`src/rtl/uart_cmd_parser_if.sv`:
```
//------------------------------------------------------------------------------
// Module  : uart_cmd_parser_if
// Brief   : Byte stream in, digit set and load/error strobes out, for the
//           UART command parser.
// Rev     : 1.0  initial release
//------------------------------------------------------------------------------
`default_nettype none

interface uart_cmd_parser_if;
    logic [7:0] rx_data;
    logic       rx_data_rdy;
    logic       ld_time;
    logic       ld_alarm;
    logic [3:0] d_mtens;
    logic [3:0] d_mones;
    logic [3:0] d_stens;
    logic [3:0] d_sones;
    logic       cmd_err;
    logic       busy;

    modport master (
        output rx_data, rx_data_rdy,
        input  ld_time, ld_alarm, d_mtens, d_mones, d_stens, d_sones,
               cmd_err, busy
    );

    modport slave (
        input  rx_data, rx_data_rdy,
        output ld_time, ld_alarm, d_mtens, d_mones, d_stens, d_sones,
               cmd_err, busy
    );
endinterface

`default_nettype wire

```
`src/rtl/uart_cmd_parser.sv`:
```
//------------------------------------------------------------------------------
// Module  : uart_cmd_parser
// Brief   : Decodes "l/L + MMSS + CR" from the UART byte stream into time or
//           alarm loads for the clock core; malformed or stalled commands
//           raise a one-cycle error strobe.
// Rev     : 1.0  initial release
//------------------------------------------------------------------------------
`default_nettype none

module uart_cmd_parser #(
    parameter logic [23:0] TIMEOUT_CYC = 24'd12_000_000
) (
    input  wire logic         clk12m,
    input  wire logic         rst,
    uart_cmd_parser_if.slave  bus
);

    localparam logic [7:0] c_char_time  = 8'h6C;
    localparam logic [7:0] c_char_alarm = 8'h4C;
    localparam logic [7:0] c_char_cr    = 8'h0D;
    localparam logic [7:0] c_char_zero  = 8'h30;
    localparam logic [7:0] c_char_nine  = 8'h39;
    localparam logic [3:0] c_tens_max   = 4'd5;

    typedef enum logic [2:0] {
        S_IDLE = 3'd0,
        S_DIG0 = 3'd1,
        S_DIG1 = 3'd2,
        S_DIG2 = 3'd3,
        S_DIG3 = 3'd4,
        S_WCR  = 3'd5
    } state_t;

    state_t      r_state;
    state_t      w_state_nxt;
    logic        r_mode;
    logic        w_mode_nxt;
    logic [3:0]  r_sh_mtens, r_sh_mones, r_sh_stens, r_sh_sones;
    logic [3:0]  w_sh_mtens_nxt, w_sh_mones_nxt, w_sh_stens_nxt, w_sh_sones_nxt;
    logic [23:0] r_cnt;
    logic [23:0] w_cnt_nxt;
    logic [23:0] w_cnt_inc;
    logic        w_commit;
    logic        w_err;

    logic        r_ld_time;
    logic        r_ld_alarm;
    logic        r_cmd_err;
    logic        r_busy;
    logic [3:0]  r_d_mtens, r_d_mones, r_d_stens, r_d_sones;

    logic        w_is_open;
    logic        w_open_mode;
    logic        w_is_digit;
    logic [3:0]  w_dig;
    logic        w_tens_ok;

    assign w_is_open   = (bus.rx_data == c_char_time) || (bus.rx_data == c_char_alarm);
    assign w_open_mode = (bus.rx_data == c_char_alarm);
    assign w_is_digit  = (bus.rx_data >= c_char_zero) && (bus.rx_data <= c_char_nine);
    // For '0'..'9' the ASCII low nibble already equals the digit value.
    assign w_dig       = bus.rx_data[3:0];
    assign w_tens_ok   = w_is_digit && (w_dig <= c_tens_max);
    assign w_cnt_inc   = (r_cnt == 24'hFF_FFFF) ? r_cnt : (r_cnt + 24'd1);

    always_comb begin
        w_state_nxt    = r_state;
        w_mode_nxt     = r_mode;
        w_sh_mtens_nxt = r_sh_mtens;
        w_sh_mones_nxt = r_sh_mones;
        w_sh_stens_nxt = r_sh_stens;
        w_sh_sones_nxt = r_sh_sones;
        w_cnt_nxt      = r_cnt;
        w_commit       = 1'b0;
        w_err          = 1'b0;

        if (r_state == S_IDLE) begin
            w_cnt_nxt = '0;
            if (bus.rx_data_rdy && w_is_open) begin
                w_mode_nxt  = w_open_mode;
                w_state_nxt = S_DIG0;
            end
        end else if (bus.rx_data_rdy) begin
            w_cnt_nxt = '0;
            if (w_is_open) begin
                // A fresh opener aborts the open command and starts the new one.
                w_err       = 1'b1;
                w_mode_nxt  = w_open_mode;
                w_state_nxt = S_DIG0;
            end else begin
                w_err       = 1'b1;
                w_state_nxt = S_IDLE;
                case (r_state)
                    S_DIG0: if (w_tens_ok) begin
                        w_err = 1'b0; w_sh_mtens_nxt = w_dig; w_state_nxt = S_DIG1;
                    end
                    S_DIG1: if (w_is_digit) begin
                        w_err = 1'b0; w_sh_mones_nxt = w_dig; w_state_nxt = S_DIG2;
                    end
                    S_DIG2: if (w_tens_ok) begin
                        w_err = 1'b0; w_sh_stens_nxt = w_dig; w_state_nxt = S_DIG3;
                    end
                    S_DIG3: if (w_is_digit) begin
                        w_err = 1'b0; w_sh_sones_nxt = w_dig; w_state_nxt = S_WCR;
                    end
                    S_WCR: if (bus.rx_data == c_char_cr) begin
                        w_err = 1'b0; w_commit = 1'b1;
                    end
                    default: w_err = 1'b0;
                endcase
            end
        end else begin
            w_cnt_nxt = w_cnt_inc;
            if (w_cnt_inc >= TIMEOUT_CYC) begin
                w_err       = 1'b1;
                w_cnt_nxt   = '0;
                w_state_nxt = S_IDLE;
            end
        end
    end

    always_ff @(posedge clk12m) begin
        if (rst) begin
            r_state    <= S_IDLE;
            r_mode     <= 1'b0;
            r_sh_mtens <= '0;
            r_sh_mones <= '0;
            r_sh_stens <= '0;
            r_sh_sones <= '0;
            r_cnt      <= '0;
            r_ld_time  <= 1'b0;
            r_ld_alarm <= 1'b0;
            r_cmd_err  <= 1'b0;
            r_busy     <= 1'b0;
            r_d_mtens  <= '0;
            r_d_mones  <= '0;
            r_d_stens  <= '0;
            r_d_sones  <= '0;
        end else begin
            r_state    <= w_state_nxt;
            r_mode     <= w_mode_nxt;
            r_sh_mtens <= w_sh_mtens_nxt;
            r_sh_mones <= w_sh_mones_nxt;
            r_sh_stens <= w_sh_stens_nxt;
            r_sh_sones <= w_sh_sones_nxt;
            r_cnt      <= w_cnt_nxt;
            r_ld_time  <= w_commit && !r_mode;
            r_ld_alarm <= w_commit &&  r_mode;
            r_cmd_err  <= w_err;
            r_busy     <= (w_state_nxt != S_IDLE);
            if (w_commit) begin
                r_d_mtens <= r_sh_mtens;
                r_d_mones <= r_sh_mones;
                r_d_stens <= r_sh_stens;
                r_d_sones <= r_sh_sones;
            end
        end
    end

    assign bus.ld_time  = r_ld_time;
    assign bus.ld_alarm = r_ld_alarm;
    assign bus.cmd_err  = r_cmd_err;
    assign bus.busy     = r_busy;
    assign bus.d_mtens  = r_d_mtens;
    assign bus.d_mones  = r_d_mones;
    assign bus.d_stens  = r_d_stens;
    assign bus.d_sones  = r_d_sones;

endmodule

`default_nettype wire

```
`src/flat_wrapper.sv`:
```
// flat-port wrapper written by rule: the top's interface ports become plain ports
module uart_cmd_parser_flat 
#(
    parameter logic [23:0] TIMEOUT_CYC = 24'd12_000_000
)
  (clk12m, rst, bus_rx_data, bus_rx_data_rdy, bus_ld_time, bus_ld_alarm, bus_d_mtens, bus_d_mones, bus_d_stens, bus_d_sones, bus_cmd_err, bus_busy);
  uart_cmd_parser_if bus_i ();
  input  wire logic clk12m;
  input  wire logic rst;
  input wire logic [$bits(bus_i.rx_data)-1:0] bus_rx_data;
  input wire logic [$bits(bus_i.rx_data_rdy)-1:0] bus_rx_data_rdy;
  output wire logic [$bits(bus_i.ld_time)-1:0] bus_ld_time;
  output wire logic [$bits(bus_i.ld_alarm)-1:0] bus_ld_alarm;
  output wire logic [$bits(bus_i.d_mtens)-1:0] bus_d_mtens;
  output wire logic [$bits(bus_i.d_mones)-1:0] bus_d_mones;
  output wire logic [$bits(bus_i.d_stens)-1:0] bus_d_stens;
  output wire logic [$bits(bus_i.d_sones)-1:0] bus_d_sones;
  output wire logic [$bits(bus_i.cmd_err)-1:0] bus_cmd_err;
  output wire logic [$bits(bus_i.busy)-1:0] bus_busy;
  assign bus_i.rx_data = bus_rx_data;
  assign bus_i.rx_data_rdy = bus_rx_data_rdy;
  assign bus_ld_time = bus_i.ld_time;
  assign bus_ld_alarm = bus_i.ld_alarm;
  assign bus_d_mtens = bus_i.d_mtens;
  assign bus_d_mones = bus_i.d_mones;
  assign bus_d_stens = bus_i.d_stens;
  assign bus_d_sones = bus_i.d_sones;
  assign bus_cmd_err = bus_i.cmd_err;
  assign bus_busy = bus_i.busy;
  uart_cmd_parser #(.TIMEOUT_CYC(TIMEOUT_CYC)) u_core (.clk12m(clk12m), .rst(rst), .bus(bus_i));
endmodule
```
`config.mk`:
```
export PLATFORM = sky130hd
export DESIGN_NAME = uart_cmd_parser_flat
export DESIGN_NICKNAME = d
export VERILOG_FILES = /design/src/rtl/uart_cmd_parser_if.sv /design/src/rtl/uart_cmd_parser.sv /design/src/flat_wrapper.sv
export SDC_FILE = /design/constraint.sdc
export NUM_CORES = 1
export LEC_CHECK = 0
export CAP_MARGIN = 10
export CORE_MARGIN = 8
export CORE_UTILIZATION = 55
export CTS_CLUSTER_DIAMETER = 50
export DETAILED_ROUTE_END_ITERATION = 10
export PLACE_DENSITY = 0.75
export SYNTH_ARGS = -nofsm -noshare
export SYNTH_HDL_FRONTEND = slang
export SYNTH_SLANG_ARGS = --single-unit
```
`constraint.sdc`:
```
create_clock -name clk12m -period 8.77 [get_ports clk12m]
set_clock_uncertainty 0.15 [all_clocks]
set_input_delay 1.3155 -clock clk12m [delete_from_list [all_inputs] [get_ports clk12m]]
set_output_delay 1.3155 -clock clk12m [all_outputs]
set_load 0.005 [all_outputs]
```
# Word level (Yosys, flattened, before mapping)
# Cells that the tools add are included.
[word_totals]
register_bits = 64
word_cells = 79
out_inout_bits = 20
[op_classes]
muxes = 27
reduce_logical = 20
eq_ne = 10
bitwise = 2
add_sub_neg = 1
n_lt_le_gt_ge = 4
[ops]
columns = ["op", "n"]
rows = [
  ["24-bit by 1-bit adder with 24-bit output, second input constant", 1],
  ["24-bit equality test, second input constant", 1],
  ["24-bit >= comparator, second input constant", 1],
  ["24-bit two-way mux", 1],
  ["3-bit two-way mux", 7],
  ["5-bit AND reduction", 4],
  ["8-bit by 7-bit equality test with 1-bit output, second input constant", 2],
  ["1-bit two-way mux", 15],
  ["3-bit one-hot mux with 4 select lines", 1],
  ["8-bit by 4-bit equality test with 1-bit output, second input constant", 1],
  ["8-bit by 6-bit >= comparator with 1-bit output, second input constant", 1],
  ["8-bit by 6-bit less-or-equal comparator with 1-bit output, second input constant", 1],
  ["3-bit by 2-bit equality test with 1-bit output, second input constant", 2],
  ["3-bit equality test, second input constant", 2],
  ["2-bit OR reduction", 3],
  ["1-bit logical AND", 5],
  ["4-bit by 3-bit less-or-equal comparator with 1-bit output, second input constant", 1],
  ["2-bit two-way mux", 2],
  ["2-bit nonzero test", 2],
  ["4-bit OR reduction", 1],
  ["3-bit by 1-bit equality test with 1-bit output, second input constant", 1],
  ["3-bit logical NOT", 1],
  ["1-bit one-hot mux with 3 select lines", 1],
  ["3-bit AND reduction", 1],
  ["other kinds (5)", 6],
]

# Depth between registers and ports, before layout
[logic_depth]
depth_word = 9
mapped_depth = 12
ltp_nobuf = 9

# Worst setup path before layout
# No wires, ideal clock.
[synth_timing]
path_kind = "input port to flip-flop"
start = "input port bus_rx_data[2]"
end = "register u_core.r_d_mones[1] (netlist: u_core.bus.d_mones[1])"
stages = 9
slack_ps = 5265
required_time_ps = 8492
n_path_buf = 3
t_arrival_ps = 3227
cell_sequence = "clkbuf_1 nand3_1 or3_1 and2_1 nand4_1 buf_2 buf_1 mux2i_1 nor2_1"
[synth_between]
elab_chain_len = 6
word_cells_on_any_way = 9
classes_between = "eq/ne (3); mux (5); reduce/logical (1)"
[synth_rtl]
columns = ["item", "line_no", "source"]
rows = [
  ["start: declaration", "flat_wrapper.sv:10", "input wire logic [$bits(bus_i.rx_data)-1:0] bus_rx_data;"],
  ["8-bit by 4-bit equality test with 1-bit output", "uart_cmd_parser.sv:106", "S_WCR: if (bus.rx_data == c_char_cr) begin"],
  ["1-bit two-way mux", "uart_cmd_parser.sv:106", ""],
  ["1-bit two-way mux", "uart_cmd_parser.sv:93", "case (r_state)"],
  ["1-bit two-way mux (*)", "uart_cmd_parser.sv:85", "if (w_is_open) begin"],
  ["1-bit two-way mux (*)", "uart_cmd_parser.sv:83", "end else if (bus.rx_data_rdy) begin"],
  ["1-bit two-way mux (*)", "uart_cmd_parser.sv:77", "if (r_state == S_IDLE) begin"],
  ["end signal: assignment", "uart_cmd_parser.sv:153", "r_d_mones <= r_sh_mones;"],
  ["end: declaration", "uart_cmd_parser.sv:50", "logic [3:0] r_d_mtens, r_d_mones, r_d_stens, r_d_sones;"],
]
# Every way passes the cells marked *; elsewhere a longest branch is shown, timed or not.
# A chain may end at the register's enable or synchronous reset.

# Final worst setup path
[layout_timing]
start = "input port bus_rx_data[2]"
end = "register u_core.r_d_mones[3] (netlist: u_core.bus.d_mones[3])"
# Same word-level chain as after synthesis.

==> results.py <==
metrics = {
    "die": {
        "die-area_mm2": 0.00845,
        "io_pins": 31,
        "core_mm2": 0.00554,
        "rows": 27,
        "initial_core_util_pct": 57.2,
        "die_w_um": 91.9,
        "fp.dieH_um": 91.9,
    },
    "pwr": {
        "pwr-share-clk_pct": 45.9,
        "ir_drop_v": 0.0000971,
        "internal_power_mw": 0.449,
        "power_frac_seq_pct": 51.5,
        "p_leak_nw": 1.36,
        "switching_power_mw": 0.115,
        "switching_share_pct": 20.4,
        "power_frac_comb_pct": 2.5,
        "power-per-cell-area_mw_per_mm2": 154,
    },
    "clock_tree": {
        "clock_latency_ps": 340,
        "post_cts_buffers": 0,
        "tritoncts": "built",
        "clk_pin_slew_ps": 60,
        "cts.path.max_buffers": 2,
        "cts_resized": 0,
        "cts_root_buf": "clkbuf_8",
        "cts_htree_levels": 3,
        "cts_buffers": 9,
        "holdBufCountCts": 0,
        "clock_sinks": 64,
    },
    "layout": {
        "nNetsFinal": 389,
        "fillCellCount": 475,
        "drive_gt1_share_pct": 13.6,
        "syn2layout_area_growth_pct": 15.7,
        "diodes": 0,
    },
    "route": {
        "ant_nets": 0,
        "drtPass1Iterations": 4,
        "wirelength_mm": 7.08,
        "route.detailed.drc": 0,
        "drt-initial-drc-count": 239,
        "route.vias.total": 2665,
        "wl_per_cell_um": 15.6,
        "routed_via_density": 5.88,
    },
    "worst_setup_path": {
        "crit_buf_inv": 2,
        "reg2reg_depth": 10,
        "crit_slowest_cell": "clkdlybuf4s50_1",
        "path_cells": "clkdlybuf4s50_1, nand3_1, or3_1, and2_1, nand4_1, buf_4, mux2i_1, nor2_1",
        "slowest_delay_ps": 640,
        "critPathKind": "in -> reg",
        "critPathLaunchType": "input pin",
        "path_max_fanout": 10,
        "worstPathArrival_ps": 3790,
        "cp-end-kind": "flip-flop",
        "crit_required_ps": 8830,
        "crit_family": "simple AND/OR/NAND/NOR gates",
        "cp.depth": 8,
    },
    "placement": {
        "portBuffers": 30,
        "dpl.hpwl_mm": 4.80,
        "gp_congestion": 0.921,
    },
    "synthesis": {
        "yosysMostFrequentCell": "dfxtp_1",
        "async_flop_share_pct": 0,
        "yosys_warnings": 0,
        "synth_top_area_share_pct": 40.4,
        "syn-num-nets": 364,
        "ys_ff_latch": 64,
        "yosysSeqAreaShare_pct": 40.4,
        "synth_edf_count": 0,
        "syn_avg_cell_area_um2": 9.01,
        "yosysUniqueCellTypes": 63,
        "yosys.area.top_type": "dfxtp_1",
        "synth_area_leaders": "dfxtp_1, mux2i_1, nor2_1",
        "syn_inst": 352,
        "yosys-top-cells-count": "dfxtp_1, nor2_1, nand2_1",
        "synth-main-ff-cell": "dfxtp_1",
        "netlist_area_mm2": 0.00317,
    },
    "sta": {
        "fmaxAchievable_mhz": 268,
        "finalSetupTns_ps": 0,
        "hold_viol": 0,
        "relSlewSlack_pct": 47.6,
        "finalSetupViolations": 0,
        "finalCritPeriodShare_pct": 42.5,
        "timing.hold.ws_ps": 307,
        "worst_slew_pin_slew_ps": 779,
        "maxSlewViolCount": 0,
        "fin_crit_ps": 3720,
        "rsz0062_at_grt": "false",
    },
    "global_route": {
        "grt-ovfl-total": 0,
        "grt_pass1_wl_mm": 12.0,
        "grt_pass1_vias": 2570,
        "antenna_found_initial": 0,
        "grt_usage_pct": 17.1,
        "grt_max_degree": 40,
    },
    "worst_hold_path": {
        "hold_depth": 2,
        "worstHoldPathType": "reg -> reg",
    },
    "flow_run": {
        "maxCapViolCount": 0,
    },
    "status": {
        "run_status": "finished, final reports clean",
    },
}
==> per-layer routing <==
metal,part of all wire [%],wire (um),global-route usage [%],vias to the layer above
met5,0,0,0,-
met2,44,3130,25.6,82
met4,1.8,130,8.32,0
met3,5.6,396,3.67,14
met1,48,3420,22.7,1258
li1,-,-,-,1311
==> through the flow <==
step / utilization (%) / instances / power, mW / worst slack [ps] / instance area (um^2)
2_1_floorplan: - / 352 / 0.304 / 5270 / 3170
3_3_place_gp: 62.5 / 438 / 0.311 / 4780 / 3460
3_5_place_dp: 62.5 / 438 / 0.311 / 4730 / 3460
4_1_cts: 66.2 / 453 / 0.570 / 5030 / 3670
5_1_grt: 66.2 / 453 / 0.584 / 4820 / 3670
6_report: 66.2 / 453 / 0.564 / 5050 / 3670
==> area by class of cell <==
type	instances	area, um^2	share of cell area [%]
Sequential cell	64	1280	34.9
Inverter	6	22.5	0.614
Tap cell	72	90.1	2.46
Multi-Input combinational cell	263	1750	47.6
Timing Repair Buffer	33	323	8.80
Clock buffer	12	165	4.50
Clock inverter	3	40.0	1.09
==> worst reg2reg max path: cells and delay by family, from the launching register on <==
| kind | cells | cell delay (ps) |
|---|---|---|
| buffers and inverters | 1 | 440 |
| adders and majority gates | 1 | 230 |
| and+or+nand+nor | 5 | 1760 |
| DFF | 1 | 410 |
| AOI/OAI and AO/OA | 3 | 620 |
==> layout by cell type, fill, tap and decap left out, types with 2 or more instances in the layout <==
cell and count:
a21oi_1 18, a21oi_2 7, a22o_1 2, and2_1 2
and3_1 4, and4_1 3, buf_4 3, clkbuf_8 12
clkdlybuf4s50_1 30, clkinv_2 2, dfxtp_1 64, inv_1 6
mux2i_1 24, nand2_1 27, nand2b_1 3, nand3_1 19
nand3_2 2, nand4_1 10, nor2_1 42, nor2_2 2
nor2_4 10, nor2b_1 4, nor3_1 9, nor3b_1 3
nor3b_2 2, nor4_1 5, nor4b_1 2, o21ai_0 8
o22ai_1 2, o31a_1 2, or3_1 3, or4_1 3
or4_4 2, xnor2_1 9, xor2_1 7
==> power groups by stage <==
stage / Clock, mW / Sequential, mW / Combinational, mW
finish: 0.259 / 0.291 / 0.0143
global route: 0.278 / 0.290 / 0.0154
CTS: 0.265 / 0.291 / 0.0141
detailed placement: 0 / 0.297 / 0.0140
global placement: 0 / 0.297 / 0.0140
floorplan: 0 / 0.297 / 0.00649
==> kinds of logic (layout without fill, tap and decap cells) <==
kind of cell             count (synthesis)  in the layout  share of synthesized area, %
multiplexers                            24             24                          7.58
buffers and inverters                   25             54                          4.50
flip-flops                              64             64                          40.4
AND/OR/NAND/NOR                        166            166                          30.3
AO/OA/AOI/OAI                           56             56                          12.4
adder cells (fa/ha/maj)                  1              1                         0.395
XOR/XNOR                                16             16                          4.42
==> state kept, by name, indices dropped and copies added, names as in the netlist <==
| register | count |
|---|---|
| u_core.r_cnt | 24 |
| u_core.bus.d_mones | 4 |
| u_core.bus.d_mtens | 4 |
| u_core.bus.d_sones | 4 |
| u_core.bus.d_stens | 4 |
| u_core.r_sh_mones | 4 |
| u_core.r_sh_mtens | 4 |
| u_core.r_sh_sones | 4 |
| u_core.r_sh_stens | 4 |
| u_core.r_state | 3 |
| u_core.bus.busy | 1 |
| u_core.bus.cmd_err | 1 |
| u_core.bus.ld_alarm | 1 |
| u_core.bus.ld_time | 1 |
| u_core.r_mode | 1 |
==> worst paths after layout <==
check	slack, ps	to	start
setup / recovery	5050	u_core.bus.d_mones[3]	bus_rx_data[2]
hold / removal	310	u_core.r_sh_mones[3]	u_core.r_sh_mones[3]
setup reg to reg	5050	u_core.r_cnt[20]	u_core.r_cnt[1]
hold reg to reg	310	u_core.r_sh_mones[3]	u_core.r_sh_mones[3]
(Power assumes the default switching activity.)
